`config.mk`:
```
export PLATFORM = sky130hd
export DESIGN_NAME = frame_cmd_scheduler
export DESIGN_NICKNAME = d
export VERILOG_FILES = /design/src/rtl/frame_cmd_scheduler_pkg.sv /design/src/rtl/frame_cmd_scheduler_cmd_fifo.sv /design/src/rtl/frame_cmd_scheduler.sv
export SDC_FILE = /design/constraint.sdc
export NUM_CORES = 1
export LEC_CHECK = 0
export CAP_MARGIN = 20
export CORE_MARGIN = 2
export CORE_UTILIZATION = 45
export CTS_BUF_LIST = sky130_fd_sc_hd__clkbuf_16
export CTS_CLUSTER_SIZE = 25
export DETAILED_ROUTE_END_ITERATION = 7
export GPL_TIMING_DRIVEN = 1
export PLACE_DENSITY = 0.73
export SETUP_SLACK_MARGIN = 0.5
export SKIP_LAST_GASP = 1
export SYNTH_ARGS = -nofsm -noshare
export SYNTH_HDL_FRONTEND = slang
export SYNTH_SLANG_ARGS = --single-unit
```
`constraint.sdc`:
```
create_clock -name clk -period 6 [get_ports clk]
set_input_delay 1.2 -clock clk [delete_from_list [all_inputs] [get_ports clk]]
set_output_delay 1.2 -clock clk [all_outputs]
set_load 0.01 [all_outputs]
```
`src/rtl/frame_cmd_scheduler_pkg.sv`:
```
`default_nettype none
// ============================================================================
// Package  : frame_cmd_scheduler_pkg
// Brief    : Shared types and VGA frame constants for the command scheduler.
// Revision : 1.0 - initial release
// ============================================================================
package frame_cmd_scheduler_pkg;

  localparam int c_vga_visible_rows = 480;
  localparam int c_vga_total_rows   = 525;
  localparam int c_row_w            = 10;
  localparam int c_cmd_w_default    = 24;
  localparam int c_last_row_default = c_vga_total_rows - 1;

  typedef enum logic [1:0] {
    WAIT_BLANK  = 2'd0,
    DRAIN       = 2'd1,
    COMMIT      = 2'd2,
    WAIT_ACTIVE = 2'd3
  } sched_state_t;

endpackage
`default_nettype wire

```
`src/rtl/frame_cmd_scheduler_cmd_fifo.sv`:
```
`default_nettype none
// ============================================================================
// Module   : frame_cmd_scheduler_cmd_fifo
// Brief    : Synchronous FIFO with registered storage, level output, no bypass.
// Revision : 1.0 - initial release
// ============================================================================
module frame_cmd_scheduler_cmd_fifo #(
  parameter int W     = 24,
  parameter int DEPTH = 8
) (
  input  logic                       clk,
  input  logic                       rst_n,
  input  logic                       push,
  input  logic [W-1:0]               push_data,
  input  logic                       pop,
  output logic [W-1:0]               head,
  output logic                       full,
  output logic                       empty,
  output logic [$clog2(DEPTH):0]     level
);

  localparam int c_aw = $clog2(DEPTH);
  localparam logic [c_aw:0] c_full_level = (c_aw + 1)'(DEPTH);

  logic [W-1:0]    r_mem [DEPTH];
  logic [c_aw-1:0] r_wr_ptr;
  logic [c_aw-1:0] r_rd_ptr;
  logic [c_aw:0]   r_count;
  logic            w_push;
  logic            w_pop;

  assign full   = (r_count == c_full_level);
  assign empty  = (r_count == '0);
  assign level  = r_count;
  // A full FIFO refuses pushes even when a pop frees a slot this cycle.
  assign w_push = push && !full;
  assign w_pop  = pop && !empty;
  assign head   = empty ? '0 : r_mem[r_rd_ptr];

  always_ff @(posedge clk) begin
    if (w_push) begin
      r_mem[r_wr_ptr] <= push_data;
    end
  end

  always_ff @(posedge clk or negedge rst_n) begin
    if (!rst_n) begin
      r_wr_ptr <= '0;
      r_rd_ptr <= '0;
      r_count  <= '0;
    end else begin
      if (w_push) begin
        r_wr_ptr <= r_wr_ptr + 1'b1;
      end
      if (w_pop) begin
        r_rd_ptr <= r_rd_ptr + 1'b1;
      end
      case ({w_push, w_pop})
        2'b10:   r_count <= r_count + 1'b1;
        2'b01:   r_count <= r_count - 1'b1;
        default: r_count <= r_count;
      endcase
    end
  end

endmodule
`default_nettype wire

```
`src/rtl/frame_cmd_scheduler.sv`:
```
`default_nettype none
// ============================================================================
// Module   : frame_cmd_scheduler
// Brief    : Queues host commands during active video, drains them in vertical
//            blanking and pulses commit once per frame before the next frame.
// Options  : FRAME_CMD_STATS_EN adds cmd_per_frame and late_flag outputs.
// Revision : 1.0 - initial release
// ============================================================================
module frame_cmd_scheduler
  import frame_cmd_scheduler_pkg::*;
#(
  parameter int CMD_W    = c_cmd_w_default,
  parameter int DEPTH    = 8,
  parameter int LAST_ROW = c_last_row_default,
  parameter int FRAME_W  = 8
) (
  input  logic                     clk,
  input  logic                     rst_n,
  input  logic                     screen_inactive,
  input  logic [c_row_w-1:0]       row_counter,
  input  logic                     cmd_in_valid,
  input  logic [CMD_W-1:0]         cmd_in_data,
  output logic                     cmd_in_ready,
  output logic                     cmd_out_valid,
  output logic [CMD_W-1:0]         cmd_out_data,
  input  logic                     cmd_out_ready,
  output logic                     commit,
  output logic [FRAME_W-1:0]       frame_cnt,
`ifdef FRAME_CMD_STATS_EN
  output logic [7:0]               cmd_per_frame,
  output logic                     late_flag,
`endif
  output logic [$clog2(DEPTH):0]   fifo_level
);

  sched_state_t       r_state;
  sched_state_t       w_next_state;
  logic               w_at_last_row;
  logic               w_full;
  logic               w_empty;
  logic               w_push;
  logic               w_pop;
  logic [FRAME_W-1:0] r_frame_cnt;

  assign w_at_last_row = (row_counter == c_row_w'(LAST_ROW));

  assign cmd_in_ready  = rst_n && !w_full;
  assign w_push        = cmd_in_valid && cmd_in_ready;
  // Gating on the last row keeps a handshake from racing the DRAIN->COMMIT exit.
  assign cmd_out_valid = (r_state == DRAIN) && !w_empty && !w_at_last_row;
  assign w_pop         = cmd_out_valid && cmd_out_ready;
  assign commit        = (r_state == COMMIT);
  assign frame_cnt     = r_frame_cnt;

  frame_cmd_scheduler_cmd_fifo #(
    .W     (CMD_W),
    .DEPTH (DEPTH)
  ) u_cmd_fifo (
    .clk       (clk),
    .rst_n     (rst_n),
    .push      (w_push),
    .push_data (cmd_in_data),
    .pop       (w_pop),
    .head      (cmd_out_data),
    .full      (w_full),
    .empty     (w_empty),
    .level     (fifo_level)
  );

  always_ff @(posedge clk or negedge rst_n) begin
    if (!rst_n) begin
      r_state <= WAIT_BLANK;
    end else begin
      r_state <= w_next_state;
    end
  end

  always_comb begin
    w_next_state = r_state;
    case (r_state)
      WAIT_BLANK:  if (screen_inactive && !w_at_last_row) w_next_state = DRAIN;
      DRAIN:       if (w_at_last_row) w_next_state = COMMIT;
      COMMIT:      w_next_state = WAIT_ACTIVE;
      WAIT_ACTIVE: if (!screen_inactive) w_next_state = WAIT_BLANK;
      default:     w_next_state = WAIT_BLANK;
    endcase
  end

  always_ff @(posedge clk or negedge rst_n) begin
    if (!rst_n) begin
      r_frame_cnt <= '0;
    end else if (commit) begin
      r_frame_cnt <= r_frame_cnt + 1'b1;
    end
  end

`ifdef FRAME_CMD_STATS_EN
  logic [7:0] r_hs_cnt;
  logic [7:0] r_cmd_per_frame;
  logic       r_late_flag;

  assign cmd_per_frame = r_cmd_per_frame;
  assign late_flag     = r_late_flag;

  always_ff @(posedge clk or negedge rst_n) begin
    if (!rst_n) begin
      r_hs_cnt        <= '0;
      r_cmd_per_frame <= '0;
      r_late_flag     <= 1'b0;
    end else if (commit) begin
      r_hs_cnt        <= '0;
      r_cmd_per_frame <= r_hs_cnt;
      r_late_flag     <= !w_empty;
    end else if (w_pop && (r_hs_cnt != 8'hFF)) begin
      r_hs_cnt <= r_hs_cnt + 1'b1;
    end
  end
`endif

endmodule
`default_nettype wire
```
==> results of run 1 <==
-- cell usage after synthesis --
library cell  number  area (sq um)
a21oi_1            1          5.00
ha_1              11           138
nor2_1            37           139
nand2_1           10          37.5
buf_4              1          7.51
mux4_2            48          1080
nor4bb_1           1          10.0
nand3_1            2          10.0
mux2_4             1          15.0
and4_1             1          8.76
dfrtp_1           20           500
and2_2             1          7.51
buf_2              7          35.0
buf_6              2          22.5
edfxtp_1         192          5770
xnor2_1            9          78.8
mux2_2             3          33.8
nor3_1             2          10.0
nor4_1             1          6.26
and3_1             2          12.5
clkbuf_1           9          33.8
nor2b_1            1          6.26
xor2_1             5          43.8
nand2b_1           2          12.5
a21o_2             1          8.76
mux2_1             1          11.3
nand4_1            3          18.8
inv_1              7          26.3
a211o_1            1          8.76
nor4_2             1          12.5
o21ai_0            1          5.00
or4b_1             1          10.0
mux2i_1           27           270
fa_1               1          20.0
or2b_1             1          7.51
-- logic make-up after synthesis --
| kind of cell | count (synthesis) |
|---|---|
| AOI/OAI and AO/OA | 4 |
| xor gates and xnor gates | 14 |
| adders and majority gates | 12 |
| buffers and inverters | 26 |
| DFF | 212 |
| muxes | 80 |
| and+or+nand+nor | 66 |
-- power groups by stage --
stage	clock network, W	logic [W]	registers [W]
final	0.00125	0.00157	0.00196
after floorplan	0	0.00101	0.00190
after detailed placement	0	0.00152	0.00205
after global routing	0.00133	0.00169	0.00199
after global placement	0	0.00149	0.00203
after CTS	0.00128	0.00153	0.00202
-- registers in the layout (all words and copies together), names as in the netlist --
register / cells
r_state: 2
u_cmd_fifo.r_wr_ptr: 3
u_cmd_fifo.r_mem: 192
frame_cnt: 8
u_cmd_fifo.r_rd_ptr: 3
u_cmd_fifo.level: 4
-- layer usage --
layer | up-vias | track usage (%) | part of all wire [%] | wire length, um
li1 | 1845 | - | - | -
met1 | 2147 | 22.1 | 41 | 6550
met2 | 142 | 28.0 | 51 | 8200
met3 | 28 | 3.13 | 6.3 | 1010
met4 | 0 | 4.89 | 1.8 | 294
met5 | - | 0 | 0 | 0
-- worst max-delay path: stages --
cell	delay, ns
clkdlybuf4s50_1	0.47
nor4bb_1	0.42
nand3_1	0.23
nand2_1	0.12
nor2_1	0.04
clkdlybuf4s50_1	0.48
-- layout make-up --
type	instances	area, sq um	area share (%)
repair buffers	91	888	8.70
inverters	7	26.3	0.257
clock buffers	23	576	5.63
multi-input cells	176	2060	20.2
flip-flops and latches	212	6270	61.4
clock inverters	17	100	0.980
well taps	234	293	2.87
-- per-stage QoR --
stage	cell area (sq um)	worst slack, ns	cells
final	10200	1.85	760
after global routing	10200	1.63	760
after CTS	10200	1.64	759
after detailed placement	9520	1.84	719
after global placement	9520	1.89	719
after floorplan	8420	2.16	414
-- worst paths after layout --
| kind | from | endpoint | slack, ns | cells after the start |
|---|---|---|---|---|
| worst max-delay path | row_counter[2] | cmd_out_valid | 1.85 | 6 |
| worst min-delay path | frame_cnt[7] | frame_cnt[7] | 0.48 | 1 |
| worst max register to register | u_cmd_fifo.level[1] | u_cmd_fifo.level[3] | 2.62 | 11 |
| worst min register to register | frame_cnt[7] | frame_cnt[7] | 0.48 | 1 |
| max in group asynchronous | rst_n | frame_cnt[3] | 4.46 | 2 |
| min in group asynchronous | rst_n | u_cmd_fifo.r_rd_ptr[0] | 1.01 | 1 |
==> qor.csv, run 1 <==
stage,metric,value,unit
die,chip height,141,um
power_and_ir_drop,Max IR drop VDD,0.000272,V
min_path,Worst Hold Class,reg2reg,
synthesis,syn_nets,465,
synthesis,sequential share of the synthesized area,74.4,%
die,Top Ports,78,
cells_and_area,final core occ,55.2,%
synthesis,Yosys Warn Count,0,
sta,relative slew slack,43.0,%
placed_design,routability cong.,0.745,
routing,drt total wl,16.0,mm
global_routing,grt ovf,0,
power_and_ir_drop,Comb power frac,32.8,%
sta,final setup fails,0,
routing,via count,4162,
routing,DR pass1 iterations,4,
routing,vias per cell,5.48,
routing,Antenna Violating Nets Remaining,0,
cells_and_area,Fill cells,1394,
global_routing,vias in the first global route,4471,
clock_network,CTS tree,yes,
sta,crit path time final,4.15,ns
global_routing,first-pass GRT wire length,25.2,mm
sta,highest clock rate,241,MHz
cells_and_area,Antenna Cells,0,
clock_network,clk slew on worst S/H paths,0.06,ns
synthesis,main combinational cell family by area after synthesis,multiplexers,
power_and_ir_drop,P per Cell Area,468,nW/um^2
outcome,status,finished clean,
routing,Routed WL per cell,21.1,um
power_and_ir_drop,Final Power,0.00478,W
placed_design,Post-DP HPWL,9.29,mm
sta,Tcrit/Tclk final,69.2,%
clock_network,H-tree Lvls,1,
sta,setup TNS,0,ns
routing,Initial DRC Count,258,
run,max cap viols,0,
synthesis,Post-Syn Instances,414,
clock_network,CTS Buf Count,22,
clock_network,Clock Tree Root,clkbuf_16,
clock_network,post-CTS sizing,0,
global_routing,antenna violations before repair,0,
synthesis,Compound-Gate Fraction of Synth Area,0.327,%
synthesis,Post-Synth Simple-Gate Area,3.67,%
cells_and_area,NumNets Final,561,
power_and_ir_drop,Pint,0.00339,W
clock_network,CTS max path bufs,3,
clock_network,CTS sink count,212,
clock_network,Clock Latency Late Sink,0.50,ns
cells_and_area,"commonest non-fill, non-tap cell in the layout",edfxtp_1,
power_and_ir_drop,Clk pwr share,26.2,%
cells_and_area,most frequent cells in the layout,"192 x edfxtp_1, 77 x clkdlybuf4s50_1, 48 x mux4_2",
routing,DRC viols,0,
die,Initial Util,45.5,%
clock_network,Post-CTS Repair Setup Buffers,0,
synthesis,synthesized cell area,8420,sq um
synthesis,XOR/XNOR Fraction of Synth Area,1.46,%
power_and_ir_drop,Static Leak,3.52,nW
critical_path,Crit Path Max Fanout,4,
sta,worst hold margin,0.475,ns
sta,Max Slew Vio Count,0,
die,Core ar.,18500,sq um
power_and_ir_drop,Switching Power,0.00139,W
critical_path,Crit. End Element,primary output,
synthesis,mux contribution to synthesized area,16.8,%
placed_design,port buffer count,77,
die,Die W,141,um
power_and_ir_drop,Sw Share,29.1,%
clock_network,CTS Hold Bufs,0,
cells_and_area,share of layout cells above drive strength 1,20.7,%
synthesis,Adder-Cell Fraction of Synth Area,1.87,%
sta,Final Hold Fails,0,
critical_path,startpoint types,input pin,
global_routing,largest net degree at the start of global routing,51,
global_routing,Overall Global Routing Usage,16.5,%
critical_path,CP required,4.80,ns
power_and_ir_drop,sequential power share,41.0,%
critical_path,critical path type,in2out,
sta,actual slew at the worst max-slew pin,0.848,ns
sta,RSZ-0062 raised after global routing,false,
critical_path,CP Data Arrival Time,2.95,ns
die,Row Count,50,
synthesis,post-synth cell types,35,
synthesis,synthesized flop and latch total,212,
sta,Setup Skew,0.0180,ns
synthesis,syn avg cell area,20.3,sq um
die,DIE AREA,19800,sq um
cells_and_area,Layout Area Growth over Synthesis,21.3,%
Note: power is estimated with default switching activity, not from simulation.
==> run 2, diff against run 1 <==
==> constraint.sdc (replaced) <==
create_clock -name clk -period 4.1 [get_ports clk]
set_input_delay 0.82 -clock clk [delete_from_list [all_inputs] [get_ports clk]]
set_output_delay 0.82 -clock clk [all_outputs]
set_load 0.01 [all_outputs]
==> run 2 against run 1 <==
Effect of this change: clock power is 50% higher; clock-buffer cell count stayed put; non-clock buffer count rose by 8; worst hold slack lost 0.011 ns; highest routed layer unchanged; largest cell class unchanged; sequential share of layout area down 0.84 points.
==> qor.csv, run 2 (synthesis gave the netlist of run 1 again) <==
stage,metric,value,unit
clock_network,CTS max path bufs,3,
global_routing,grt met3 use,3.19,%
sta,Max Slew Vio Count,0,
clock_network,Clock Tree Root,clkbuf_16,
global_routing,grt peak-use layer,met2,
placed_design,Post-DP HPWL,10.0,mm
routing,via count,4236,
clock_network,CTS Hold Bufs,0,
sta,crit path time final,3.38,ns
cells_and_area,max reg flops,192,
power_and_ir_drop,Max IR drop VDD,0.000352,V
global_routing,Global Route met1 Usage,22.3,%
sta,setup TNS,0,ns
clock_network,H-tree Lvls,1,
placed_design,port buffer count,77,
cells_and_area,Antenna Cells,0,
routing,Antenna Violating Nets Remaining,0,
critical_path,critical path type,reg2out,
power_and_ir_drop,P per Cell Area,690,nW/um^2
cells_and_area,final instance area,10400,sq um
sta,Setup Skew,0.0160,ns
run,max cap viols,0,
die,Top Ports,78,
placed_design,routability cong.,0.798,
clock_network,clk slew on worst S/H paths,0.06,ns
cells_and_area,Largest Register,u_cmd_fifo.r_mem,
global_routing,GR Util met2,29.7,%
power_and_ir_drop,Final Power,0.00715,W
cells_and_area,area occupied by multi-input gates,2060,sq um
critical_path,CP Data Arrival Time,2.56,ns
die,Core ar.,18500,sq um
cells_and_area,Fill cells,1387,
sta,Tcrit/Tclk final,82.4,%
routing,Initial DRC Count,334,
die,Row Count,50,
die,Die W,141,um
global_routing,Overall Global Routing Usage,17.1,%
sta,actual slew at the worst max-slew pin,0.689,ns
critical_path,startpoint types,flip-flop,
global_routing,first-pass GRT wire length,25.6,mm
die,chip height,141,um
critical_path,CP required,3.28,ns
sta,final setup fails,0,
min_path,Worst Hold Class,reg2reg,
cells_and_area,final core occ,56.0,%
routing,vias per cell,5.52,
clock_network,CTS tree,yes,
routing,Routed WL per cell,21.5,um
routing,drt total wl,16.5,mm
cells_and_area,most frequent cells in the layout,"192 x edfxtp_1, 77 x clkdlybuf4s50_1, 48 x mux4_2",
global_routing,grt ovf,0,
power_and_ir_drop,Static Leak,3.57,nW
routing,DR pass1 iterations,4,
sta,highest clock rate,296,MHz
sta,RSZ-0062 raised after global routing,false,
die,DIE AREA,19800,sq um
cells_and_area,NumNets Final,569,
sta,relative slew slack,53.8,%
cells_and_area,"commonest non-fill, non-tap cell in the layout",edfxtp_1,
clock_network,CTS sink count,212,
critical_path,Crit Path Max Fanout,26,
cells_and_area,Layout Area Growth over Synthesis,23.1,%
global_routing,largest net degree at the start of global routing,33,
clock_network,Clock Latency Late Sink,0.50,ns
placed_design,area of placed instances,9630,sq um
clock_network,CTS Buf Count,22,
cells_and_area,share of layout cells above drive strength 1,21.4,%
die,Initial Util,45.5,%
critical_path,Crit. End Element,primary output,
global_routing,antenna violations before repair,0,
routing,DRC viols,0,
sta,Final Hold Fails,0,
global_routing,vias in the first global route,4454,
cells_and_area,Seq. cell area,6270,sq um
outcome,status,finished clean,
run 2: what timing repair did:
action                                  CTS  global route
buffers inserted                          0             5
resized for setup                         1             1
endpoints found under the setup margin    2            11
run 2: layout make-up:
type                            count  share of cell area [%]
Clock buffer                       23                    5.55
Clock inverter                     16                    1.13
Inverter                            7                   0.254
Multi-Input combinational cell    176                    19.9
Sequential cell                   212                    60.5
Tap cell                          234                    2.83
Timing Repair Buffer               99                    9.79
run 2: stage by stage:
| step | hold WS [ns] | instances | setup WS (ns) |
|---|---|---|---|
| global route | 0.483 | 767 | 0.584 |
| detailed placement | 0.465 | 723 | 0.622 |
| finish | 0.464 | 767 | 0.723 |
| CTS | 0.472 | 762 | 0.513 |
| floorplan | 0.483 | 414 | 0.641 |
| global placement | 0.457 | 723 | 0.753 |
run 2: final timing paths:
| path | from | to | slack [ns] | cells past startpoint |
|---|---|---|---|---|
| min reg2reg | frame_cnt[7] | frame_cnt[7] | 0.46 | 1 |
| min | frame_cnt[7] | frame_cnt[7] | 0.46 | 1 |
| max | u_cmd_fifo.r_rd_ptr[0] | cmd_out_data[15] | 0.72 | 5 |
| max in group asynchronous | rst_n | u_cmd_fifo.r_rd_ptr[0] | 3.16 | 2 |
| max reg2reg | u_cmd_fifo.level[0] | u_cmd_fifo.level[3] | 1.32 | 11 |
| min in group asynchronous | rst_n | u_cmd_fifo.r_wr_ptr[1] | 0.70 | 2 |
run 2: power by group:
group / internal, W / leakage [nW] / switching, W / total, W
Combinational: 0.00135 / 1.24 / 0.00109 / 0.00244
Clock: 0.00113 / 0.353 / 0.000752 / 0.00188
Sequential: 0.00261 / 1.98 / 0.000211 / 0.00282
run 2: metal layers:
| layer | vias up | part of all wire, % | wire length [um] |
|---|---|---|---|
| li1 | 1861 | - | - |
| met1 | 2229 | 42 | 6990 |
| met2 | 120 | 51 | 8380 |
| met3 | 26 | 4.9 | 806 |
| met4 | 0 | 2.0 | 325 |
| met5 | - | 0 | 0 |
run 2: critical path, cell delays in order (launching register included):
cell and delay [ns]:
dfrtp_4 0.49, buf_12 0.26, mux4_2 0.54, mux2i_1 0.18
nor2_1 0.10, clkdlybuf4s50_1 0.49
